### config.mk
export PLATFORM = sky130hd
export DESIGN_NAME = key_sw_capture
export DESIGN_NICKNAME = d
export VERILOG_FILES = /design/src/rtl/key_sw_pkg.sv /design/src/rtl/key_sw_capture_debounce_bit.sv /design/src/rtl/key_sw_capture.sv
export SDC_FILE = /design/constraint.sdc
export NUM_CORES = 1
export LEC_CHECK = 0
export ABC_AREA = 1
export BUFFER_PORTS_ARGS = -buffer_cell sky130_fd_sc_hd__buf_2
export CAP_MARGIN = 20
export CORE_UTILIZATION = 36
export DETAILED_ROUTE_END_ITERATION = 7
export PLACE_DENSITY = 0.55
export SLEW_MARGIN = 20
export SYNTH_ARGS = -nofsm -noshare
export SYNTH_HDL_FRONTEND = slang
export SYNTH_SLANG_ARGS = --single-unit
### constraint.sdc
create_clock -name clk -period 4.2 [get_ports clk]
set_input_delay 0.21 -clock clk [delete_from_list [all_inputs] [get_ports clk]]
set_output_delay 0.21 -clock clk [all_outputs]
set_load 0.01 [all_outputs]
### src/rtl/key_sw_pkg.sv
// Shared constants for the KEY/SW capture slave: register word addresses
// and the default debounce interval.
package key_sw_pkg;

    localparam logic [1:0] ADDR_DATA     = 2'd0;
    localparam logic [1:0] ADDR_MASK     = 2'd1;
    localparam logic [1:0] ADDR_CAPTURE  = 2'd2;
    localparam logic [1:0] ADDR_EDGE_SEL = 2'd3;

    // 20 ms of stable input at a 50 MHz system clock
    localparam int DEFAULT_DEBOUNCE_CYCLES = 1000000;

endpackage

### src/rtl/key_sw_capture_debounce_bit.sv
// One board input: two-flop synchroniser, debounce counter, accepted level,
// the first-acceptance (valid) flag and a one-clock pulse for every accepted
// change that happens after the bit became valid.
module debounce_bit
    import key_sw_pkg::*;
#(
    parameter int DEBOUNCE_CYCLES = DEFAULT_DEBOUNCE_CYCLES,
    parameter int CNT_W           = $clog2(DEBOUNCE_CYCLES)
) (
    input  logic clk,
    input  logic rst_n,
    input  logic raw,
    output logic debounced,
    output logic accepted
);

    localparam logic [CNT_W-1:0] LAST_COUNT = CNT_W'(DEBOUNCE_CYCLES - 1);

    logic             sync_meta;
    logic             sync_q;
    logic             valid;
    logic [CNT_W-1:0] diff_cnt;
    logic [CNT_W-1:0] stable_cnt;
    logic             differs;
    logic             diff_done;
    logic             stable_done;

    assign differs     = sync_q ^ debounced;
    assign diff_done   = differs && (diff_cnt == LAST_COUNT);
    assign stable_done = !differs && !valid && (stable_cnt == LAST_COUNT);

    // Two-flop synchroniser bringing the asynchronous pin into the clock domain
    always_ff @(posedge clk or negedge rst_n) begin
        if (!rst_n) begin
            sync_meta <= 1'b0;
            sync_q    <= 1'b0;
        end else begin
            sync_meta <= raw;
            sync_q    <= sync_meta;
        end
    end

    // Count clocks of disagreement; flip the accepted level once it has lasted long enough
    always_ff @(posedge clk or negedge rst_n) begin
        if (!rst_n) begin
            diff_cnt  <= '0;
            debounced <= 1'b0;
        end else if (!differs) begin
            diff_cnt <= '0;
        end else if (diff_done) begin
            diff_cnt  <= '0;
            debounced <= ~debounced;
        end else begin
            diff_cnt <= diff_cnt + 1'b1;
        end
    end

    // Before the bit is valid, count clocks it sits unchanged at its reset level
    always_ff @(posedge clk or negedge rst_n) begin
        if (!rst_n) begin
            stable_cnt <= '0;
        end else if (differs || valid || stable_done) begin
            stable_cnt <= '0;
        end else begin
            stable_cnt <= stable_cnt + 1'b1;
        end
    end

    // Valid latches on first acceptance; only later changes are reported as edges
    always_ff @(posedge clk or negedge rst_n) begin
        if (!rst_n) begin
            valid    <= 1'b0;
            accepted <= 1'b0;
        end else begin
            accepted <= diff_done && valid;
            if (diff_done || stable_done) begin
                valid <= 1'b1;
            end
        end
    end

endmodule

### src/rtl/key_sw_capture.sv
// Avalon-MM slave bringing debounced KEY/SW inputs into the HPS, with a
// write-1-to-clear edge capture register and a masked level interrupt.
module key_sw_capture
    import key_sw_pkg::*;
#(
    parameter int WIDTH           = 6,
    parameter int DEBOUNCE_CYCLES = DEFAULT_DEBOUNCE_CYCLES,
    parameter int CNT_W           = $clog2(DEBOUNCE_CYCLES)
) (
    input  logic             clk,
    input  logic             rst_n,
    input  logic [WIDTH-1:0] in_raw,
    input  logic [1:0]       avs_address,
    input  logic             avs_read,
    input  logic             avs_write,
    input  logic [31:0]      avs_writedata,
    output logic [31:0]      avs_readdata,
    output logic             irq,
    output logic [WIDTH-1:0] debounced
);

    logic [WIDTH-1:0] accepted;
    logic [WIDTH-1:0] irq_mask;
    logic [WIDTH-1:0] edge_sel;
    logic [WIDTH-1:0] capture;
    logic [WIDTH-1:0] cap_set;
    logic [WIDTH-1:0] cap_clr;
    logic [WIDTH-1:0] wdata;
    logic [31:0]      read_word;
    logic             wr_mask;
    logic             wr_edge;
    logic             wr_cap;
    logic             unused_wdata;

    // One synchroniser/debouncer per input pin
    for (genvar i = 0; i < WIDTH; i++) begin : g_bit
        debounce_bit #(
            .DEBOUNCE_CYCLES(DEBOUNCE_CYCLES),
            .CNT_W          (CNT_W)
        ) u_debounce (
            .clk      (clk),
            .rst_n    (rst_n),
            .raw      (in_raw[i]),
            .debounced(debounced[i]),
            .accepted (accepted[i])
        );
    end

    // Upper write-data bits have no register behind them
    assign wdata        = avs_writedata[WIDTH-1:0];
    assign unused_wdata = ^avs_writedata[31:WIDTH];

    assign wr_mask = avs_write && (avs_address == ADDR_MASK);
    assign wr_edge = avs_write && (avs_address == ADDR_EDGE_SEL);
    assign wr_cap  = avs_write && (avs_address == ADDR_CAPTURE);

    // An accepted change is captured when its new level matches the selected edge
    assign cap_set = accepted & ~(debounced ^ edge_sel);
    assign cap_clr = wr_cap ? wdata : '0;

    assign irq = |(capture & irq_mask);

    // Register read mux; unused bits read as zero
    always_comb begin
        read_word = '0;
        case (avs_address)
            ADDR_DATA:     read_word[WIDTH-1:0] = debounced;
            ADDR_MASK:     read_word[WIDTH-1:0] = irq_mask;
            ADDR_CAPTURE:  read_word[WIDTH-1:0] = capture;
            ADDR_EDGE_SEL: read_word[WIDTH-1:0] = edge_sel;
            default:       read_word = '0;
        endcase
    end

    // Read/write control registers
    always_ff @(posedge clk or negedge rst_n) begin
        if (!rst_n) begin
            irq_mask <= '0;
            edge_sel <= '0;
        end else begin
            if (wr_mask) begin
                irq_mask <= wdata;
            end
            if (wr_edge) begin
                edge_sel <= wdata;
            end
        end
    end

    // Capture register: a new edge in the same clock as its clear keeps the bit set
    always_ff @(posedge clk or negedge rst_n) begin
        if (!rst_n) begin
            capture <= '0;
        end else begin
            capture <= (capture & ~cap_clr) | cap_set;
        end
    end

    // Read data is loaded the clock after the strobe and held until the next read
    always_ff @(posedge clk or negedge rst_n) begin
        if (!rst_n) begin
            avs_readdata <= '0;
        end else if (avs_read) begin
            avs_readdata <= read_word;
        end
    end

endmodule

### Word-level counts from Yosys, hierarchy flattened

Cells that the tools add are included.

| word-level totals | value |
|---|---|
| flip-flop bits (word level) | 294 |
| input bits | 44 |
| output and inout bits | 39 |
| word-level logic and storage cells | 177 |

| cells by class | value |
|---|---|
| add/subtract/negate cells | 12 |
| equal/unequal tests | 15 |
| muxes and demuxes | 20 |
| bitwise gates (word level) | 19 |
| reductions and logical operators | 65 |

Operator list:

| operator | count |
|---|---|
| 20-bit 2-to-1 mux | 18 |
| 20-bit by 1-bit adder with 20-bit output, second input constant | 12 |
| 20-bit == test, second input constant | 12 |
| 1-bit logical AND | 27 |
| 6-bit case mux with 4 select lines | 1 |
| 6-bit AND | 3 |
| 1-bit logical OR | 18 |
| 1-bit zero test | 12 |
| 6-bit NOT | 2 |
| 2-bit AND reduction | 6 |
| 6-bit 2-to-1 mux | 1 |
| 1-bit NOT | 6 |
| 6-bit bitwise OR | 1 |
| 6-bit OR reduction | 1 |
| 1-bit XOR | 6 |
| 6-bit XOR | 1 |
| 2-bit == test, second input constant | 2 |
| 2-bit by 1-bit == test with 1-bit output, second input constant | 1 |
| 2-bit zero test | 1 |

### Longest topological paths before layout

Gate-level depths: netlist of the first run.

| depth | value |
|---|---|
| word-level depth | 6 |
| gate-level depth with buffers | 9 |
| depth with buffers taken out | 9 |

### Modules after synthesis

A second synthesis of the first run with hierarchy kept.

| unflattened totals | value |
|---|---|
| cell total of the unflattened synthesis | 2200 |
| area, all modules | 16502.1 µm² |

By module, submodules not included:

| module | times used | cells each | area an instance (µm²) | seq. area each (µm²) |
|---|---|---|---|---|
| debounce_bit at g_bit[0].u_debounce ... | 5 | 334 | 2499.9 | 1126.1 |
| debounce_bit at g_bit[2].u_debounce | 1 | 336 | 2503.7 | 1126.1 |
| key_sw_capture | 1 | 194 | 1498.9 | 600.6 |

### Least setup slack after synthesis of the first run

No wires, ideal clock.

| timing | value |
|---|---|
| path kind | register -> register |
| start | register g_bit[2].u_debounce.stable_cnt[0] |
| end | register g_bit[2].u_debounce.stable_cnt[0] |
| setup time | 0.122 ns |
| data arrival time | 1.392 ns |
| data required time | 4.078 ns |
| slack | 2.685 ns |
| stages on the path, launching flop included | 8 |
| buffers on the path | 1 |
| clock period less this slack | 1.515 ns |
| path through | dfrtp_1 > ha_1 > nand3_1 > nor2_1 > nand3_1 > nand2_4 > buf_6 > nor2_1 |

| on the way | value |
|---|---|
| longest elaborated chain between the ends | 4 |
| elaborated cells between the ends (all ways) | 5 |
| those cells by class | add/sub (1); eq/ne (1); mux (1); reduce/logical (2) |

Ends and longest elaborated chain:

| what | RTL line | text |
|---|---|---|
| start: declaration | key_sw_capture_debounce_bit.sv:23 | `logic [CNT_W-1:0] stable_cnt;` |
| start signal: assignment | key_sw_capture_debounce_bit.sv:65 | `stable_cnt <= stable_cnt + 1'b1;` |
| branches (longest 3 deep; another with 20-bit by 1-bit adder with 20-bit output) | - |  |
| 20-bit 2-to-1 mux (*) | key_sw_capture_debounce_bit.sv:62 | `end else if (differs \|\| valid \|\| stable_done) begin` |

Every way passes the cells marked *.
A chain may end at the register's enable or synchronous reset.

### Final worst setup path of the first run

| timing | value |
|---|---|
| start | register g_bit[3].u_debounce.stable_cnt[0] |
| end | register g_bit[3].u_debounce.stable_cnt[9] |

| on the way | value |
|---|---|
| longest elaborated chain between the ends | 4 |
| elaborated cells between the ends (all ways) | 5 |
| those cells by class | add/sub (1); eq/ne (1); mux (1); reduce/logical (2) |

Ends and longest elaborated chain:

| what | RTL line |
|---|---|
| start: declaration | key_sw_capture_debounce_bit.sv:23 |
| start signal: assignment | key_sw_capture_debounce_bit.sv:65 |
| branches (longest 3 deep; another with 20-bit by 1-bit adder with 20-bit output) | - |
| 20-bit 2-to-1 mux (*) | key_sw_capture_debounce_bit.sv:62 |

Marked as above.

==> results of run 1 <==
power groups by stage:
stage	combinational, mW	clock (mW)	sequential (mW)
final	0.275	3.24	2.95
after global routing	0.325	3.48	2.96
after CTS	0.285	3.37	2.95
after detailed placement	0.275	0	3.00
after global placement	0.272	0	3.00
after floorplan	0.172	0	3.00
routing by layer:
| layer | track usage, % | vias to the layer above |
|---|---|---|
| met1 | 21.7 | 6148 |
| met5 | 0 | - |
| met3 | 3.02 | 62 |
| li1 | - | 6926 |
| met2 | 25.4 | 179 |
| met4 | 5.20 | 0 |
registers in the layout (all words and copies together), names as in the netlist:
signal / cells
avs_readdata: 6
capture: 6
edge_sel: 6
g_bit.u_debounce.accepted: 6
g_bit.u_debounce.debounced: 6
g_bit.u_debounce.diff_cnt: 120
g_bit.u_debounce.stable_cnt: 120
g_bit.u_debounce.sync_meta: 6
g_bit.u_debounce.sync_q: 6
g_bit.u_debounce.valid: 6
irq_mask: 6
how the worst min path moves through the flow:
stage	cells past startpoint	slack (ps)	start	end
3_3_place_gp	1	290	rst_n	g_bit[4].u_debounce.diff_cnt[7]
5_1_grt	3	30	avs_writedata[0]	edge_sel[0]
3_5_place_dp	1	280	rst_n	g_bit[4].u_debounce.diff_cnt[5]
6_report	3	30	avs_writedata[0]	edge_sel[0]
4_1_cts	3	9	avs_writedata[0]	edge_sel[0]
2_1_floorplan	0	-90	rst_n	avs_readdata[0]
repair_timing:
action,4_1_cts,5_1_grt
gates resized for setup,0,0
hold buffers,12,0
hold endpoints to repair,107,0
kinds of logic after synthesis:
kind of cell	count (synthesis)
other	1
AND/OR/NAND/NOR	1369
flip-flops	294
adder cells (fa/ha/maj)	12
XOR/XNOR	123
AO/OA/AOI/OAI	85
buffers and inverters	295
cells in the mapped netlist, types with 4 or more instances:
cell type	instances
xnor2_1	37
o21ai_0	45
o21bai_1	4
nor2_2	22
buf_4	35
nand4_1	67
inv_2	5
nor3_1	31
nand3b_1	7
nand3_1	184
xor2_1	82
ha_1	12
buf_6	5
nand2_2	4
nor2_1	499
dfrtp_1	294
inv_1	244
nand3_2	4
nand2_1	533
a21oi_1	34
or2_2	6
layout make-up:
class	instances	area (sq um)	area share, %
clock inverters	13	160	0.880
multi-input cells	1615	7580	41.6
clock buffers	52	1090	6.02
repair buffers	45	328	1.80
flip-flops and latches	294	7360	40.4
inverters	250	938	5.16
well taps	592	741	4.07
placed cells by master, fill, tap and decap left out, types with 2 or more instances in the layout:
master	netlist	final
a21oi_1	34	34
and2_1	3	3
buf_12	0	2
buf_2	2	29
bufinv_16	0	3
clkbuf_1	2	6
clkbuf_16	0	39
clkbuf_8	0	7
clkinv_2	0	4
clkinvlp_4	0	4
conb_1	1	26
dfrtp_1	294	294
dlygate4sd3_1	0	12
ha_1	12	12
inv_1	244	244
inv_2	5	5
nand2_1	533	533
nand2_2	4	4
nand2_4	3	3
nand3_1	184	184
nand3_2	4	4
nand3b_1	7	7
nand4_1	67	67
nor2_1	499	499
nor2_2	22	22
nor2_4	3	3
nor3_1	31	31
nor3b_1	2	2
o21ai_0	45	45
o21bai_1	4	4
or2_2	6	6
xnor2_1	37	37
xor2_1	82	82
xor2_2	3	3
worst min-delay path: stages:
cell and delay (ps):
buf_2 130, inv_1 90, o21ai_0 90
through the flow:
stage / power [mW] / cells / setup slack [ps] / hold WS, ps
floorplan: 3.17 / 2204 / 2690 / -85.6
global placement: 3.27 / 2784 / 2400 / 286
detailed placement: 3.28 / 2784 / 2370 / 280
CTS: 6.60 / 2861 / 2360 / 8.63
global route: 6.77 / 2861 / 2130 / 32.2
finish: 6.47 / 2861 / 2360 / 33.1
==> results.cfg, run 1 <==
[logic_synthesis]
netlist-cell-type-count = 35
ys_warn_count = 0
syn_area_per_cell_sq_um = 7.40
seq_area_frac_synth_pct = 45.6
yosys.area_share.simple_pct = 35.8
yosys-mux-area-fraction_pct = 0
synth_top_area_share_pct = 45.6
synth_top_family_by_area = simple AND/OR/NAND/NOR gates
synth_seq_cells = 294
syn_inst = 2179
synth_fa_ha_area_share_pct = 0.931
synth_xor_area_share_pct = 6.94
yosysTopAreaCell = dfrtp_1
syn_area_sq_um = 16100
synthArstFlopShare_pct = 100
synth_compound_area_share_pct = 2.72
synth_ff_type = dfrtp_1
synth.area.top_cells = dfrtp_1, nand2_1, nor2_1
synth_edf_count = 0

[setup_path]
critPathRequiredTime_ps = 4600
cp.arrival_ps = 2240
worst-path-max-fanout = 17
start_kind = register
r2r-end = g_bit[3].u_debounce.stable_cnt[9]
crit_path_max_incr_delay_ps = 430
cp_top_family = simple AND/OR/NAND/NOR gates
crit_path_end_kind = register
rr_worst_depth = 6
reg2reg_from = g_bit[3].u_debounce.stable_cnt[0]
cp_slowest_cell = dfrtp_1
endpoint = g_bit[3].u_debounce.stable_cnt[9]
path_depth = 6
path_buf_inv = 0
critPathKind = register to register
reg2reg_setup_slack_ps = 2360
crit_path_start = g_bit[3].u_debounce.stable_cnt[0]
cp_cell_sequence = ha_1 -> nand3_1 -> nor2_1 -> nand3_1 -> nand2_2 -> nor2_1

[final_layout]
antennaDiodeCount = 0
drive_gt1_share_pct = 6.35
nNetsFinal = 2299
design_area_sq_um = 18200
area_delta_synth_final_pct = 12.9
finalCoreUtilization_pct = 41.2
fillers = 4459

[timing]
timing.fmax_mhz = 543
tightest_slew_ps = 736
rsz0062_at_grt = false
final-hold-violation-count = 0
finalMaxSlewViolations = 0
min_period_over_period_pct = 43.8
finalSetupViolCount = 0
skew_ps = 18.5
slew_headroom_pct = 50.9
fin_setup_tns_ps = 0
timing.final.crit_period_ps = 1840

[route]
drt-pass1-iter-count = 5
vias = 13315
avgViaCountPerCell = 4.65
wl_met2_mm = 15.0
dr.max_layer_used = met4
met3_wirelength_mm = 1.20
drc = 0
wl_met1_mm = 17.1
dr.first_iter.drc_count = 853
drt-total-wl_mm = 34.2
avgRoutedWirePerCell_um = 12.0
ant_nets = 0

[cts]
ctsRootBufferMaster = clkbuf_16
cts_made_buffers = 37
h-tree-depth = 2
clkLatencyLatePin_ps = 540
clk_pin_slew_ps = 60
cts_setup_buffers = 0
cts_sinks = 294
cts_tree = done
clk_path_buf_depth = 3

[global_route]
grt_start_max_net_pins = 95
grt_first_pass_wirelength_mm = 60.1
overflow = 0
grtUsageTotal_pct = 15.9
antenna_found_initial = 0
grt_pass1_vias = 12907

[status]
status = complete, no violations

[floorplan]
pin_count = 83
die_h_um = 214
coreArea_sq_um = 44200
rows = 77
die_x_um = 214
dieArea_sq_um = 45600
initial_core_util_pct = 36.5

[pwr]
p_int_mw = 4.99
vdd_drop_max_mv = 0.282
p_sw_share_pct = 22.9
seq_power_share_pct = 45.6
leakage_nw = 7.86
p_clk_share_pct = 50.1
power.density_nw_per_um2 = 356
p_comb_share_pct = 4.2
switching_power_mw = 1.48

[placed_design]
dp_hpwl_mm = 24.4
globalplace.congestion = 0.868
place_area_sq_um = 16800
portBuffers = 30

[worst_hold_path]
hold_path.class = input port to register

[flow_run]
maxCapViolCount = 0
(Power assumes the default switching activity.)
==> run 2: changes to the inputs <==
--- a/config.mk
+++ b/config.mk
@@ -5,7 +5,7 @@
 export SDC_FILE = /design/constraint.sdc
 export NUM_CORES = 1
 export LEC_CHECK = 0
-export ABC_AREA = 1
+export ABC_AREA = 0
 export BUFFER_PORTS_ARGS = -buffer_cell sky130_fd_sc_hd__buf_2
 export CAP_MARGIN = 20
 export CORE_UTILIZATION = 36
==> constraint.sdc (replaced) <==
create_clock -name clk -period 1.8 [get_ports clk]
set_input_delay 0.09 -clock clk [delete_from_list [all_inputs] [get_ports clk]]
set_output_delay 0.09 -clock clk [all_outputs]
set_load 0.01 [all_outputs]
==> results.cfg, run 2 <==
[cts]
h-tree-depth = 2
clkLatencyLatePin_ps = 510
clk_path_buf_depth = 3
cts_made_buffers = 36
clk_pin_slew_ps = 60
ctsRootBufferMaster = clkbuf_16
cts_sinks = 294
cts_tree = done

[timing]
skew_ps = 13.2
timing.final.crit_period_ps = 1980
timing.fmax_mhz = 506
hold_ws_ps = 112
final-hold-violation-count = 0
finalSetupViolCount = 42
postLayoutSetupSlackWorst_ps = -177
tightest_slew_ps = 517
slew_headroom_pct = 65.4
min_period_over_period_pct = 110
rsz0062_at_grt = true
finalMaxSlewViolations = 0

[setup_path]
worst-path-max-fanout = 12
critPathKind = register to register
start_kind = register
cp.arrival_ps = 2370
critPathRequiredTime_ps = 2190
crit_path_end_kind = register

[status]
status = finished with violations
violations = setup timing

[route]
drt-total-wl_mm = 32.0
dr.first_iter.drc_count = 586
avgViaCountPerCell = 5.09
drc = 0
avgRoutedWirePerCell_um = 14.4
vias = 11313
drt-pass1-iter-count = 5
ant_nets = 0

[logic_synthesis]
seq_area_frac_synth_pct = 51.5
ys_top_cells_by_count = dfrtp_1, nor2_1, nand3_1, nand2_1, xnor2_1
netlist-cell-type-count = 49
synth_top_area_share_pct = 51.5
synth_ff_type = dfrtp_1
synth.area.top_cells = dfrtp_1, xnor2_1, nor2_1
syn_inst = 1421
yosysTopAreaCell = dfrtp_1
syn_area_sq_um = 14300
synthArstFlopShare_pct = 100
synth.most_common_cell = dfrtp_1
synth_seq_cells = 294
synth_edf_count = 0
ys_warn_count = 0
syn_area_per_cell_sq_um = 10.1

[final_layout]
antennaDiodeCount = 0
layout_top_registers = g_bit.u_debounce.diff_cnt (120), g_bit.u_debounce.stable_cnt (120)
final_common_cell = dfrtp_1
nNetsFinal = 1739
drive_gt1_share_pct = 27.9
final_cell_mix = dfrtp_1, buf_4, nor2_1
area_delta_synth_final_pct = 30.4

[floorplan]
dieArea_sq_um = 40500
pin_count = 83
die_x_um = 201
rows = 72
die_h_um = 201
initial_core_util_pct = 36.7
coreArea_sq_um = 38900

[placed_design]
portBuffers = 30
dp_hpwl_mm = 21.1
dp_slack_ps = -237
globalplace.congestion = 0.796

[pwr]
leakage_nw = 7.69
power.density_nw_per_um2 = 781
vdd_drop_max_mv = 0.514

[flow_run]
maxCapViolCount = 0

[worst_hold_path]
hold_path.class = input port to asynchronous set/reset pin

[global_route]
antenna_found_initial = 0
grt_first_pass_wirelength_mm = 54.4
grt_start_max_net_pins = 58
grt_pass1_vias = 11365
grtUsageTotal_pct = 15.8
overflow = 0
==> run 2: cell type report <==
class,instances,area [sq um]
Clock inverter,5,25.0
Fill cell,3596,20300
Inverter,37,139
Clock buffer,54,1070
Sequential cell,294,7370
Tap cell,518,648
Timing Repair Buffer,277,2280
Multi-Input combinational cell,1037,7100
==> run 2: kinds of logic after synthesis <==
logic type / share of synthesized area [%]
xor+xnor: 9.50
compound gates: 7.26
buf+inv: 3.96
simple gates: 23.9
fa+ha+maj: 1.05
mux: 2.76
other cells: 0.0262
flops: 51.5
==> run 2: layer usage <==
metal	global-route usage, %	share of wire, %	routed length [um]	vias up
li1	-	-	-	5536
met1	20.9	47	14900	5621
met2	26.5	49	15500	104
met3	2.35	2.7	873	52
met4	4.95	2.3	720	0
met5	0	0	0	-
==> run 2: power by group <==
part,switching [mW],internal [mW],leakage (nW)
Clock,2.67,4.07,0.544
Sequential,0.125,6.77,4.00
Combinational,0.505,0.407,3.14
Total,3.30,11.2,7.69
==> run 2: critical path: stages, from the launching register on <==
cell	delay, ps
dfrtp_1	370
or4b_1	510
or4_4	560
o21ai_4	190
buf_8	170
nor2_1	50
==> run 2: path summary, 6_finish.rpt <==
kind,from,endpoint,slack [ps],cells past startpoint
hold reg to reg,g_bit[0].u_debounce.sync_meta,g_bit[0].u_debounce.sync_q,350,0
max in group asynchronous,rst_n,g_bit[3].u_debounce.stable_cnt[1],1010,3
min in group clk,avs_write,capture[3],120,5
setup / recovery,g_bit[5].u_debounce.stable_cnt[15],g_bit[5].u_debounce.stable_cnt[3],-180,5
setup reg to reg,g_bit[5].u_debounce.stable_cnt[15],g_bit[5].u_debounce.stable_cnt[3],-180,5
hold / removal,rst_n,g_bit[2].u_debounce.diff_cnt[7],110,2
==> run 2: metrics by stage <==
step | area, sq um | util [%] | TNS, ps | total power [mW] | instances
floorplan | 14500 | - | -3900 | 7.41 | 1446
global placement | 16500 | 42.3 | -7860 | 7.79 | 2111
detailed placement | 16500 | 42.3 | -10200 | 7.81 | 2111
CTS | 18100 | 46.6 | -3790 | 14.8 | 2207
global route | 18600 | 47.9 | -7920 | 15.1 | 2222
finish | 18600 | 47.9 | -4220 | 14.5 | 2222
==> run 2: timing repair <==
action                                  CTS  global route
gates resized for setup                  45           122
pin swaps                                20            51
hold buffers                             14             0
endpoints found under the hold margin   294             0
endpoints found under the setup margin  124           124
buffers inserted                         20            17
gates cloned                              4             2
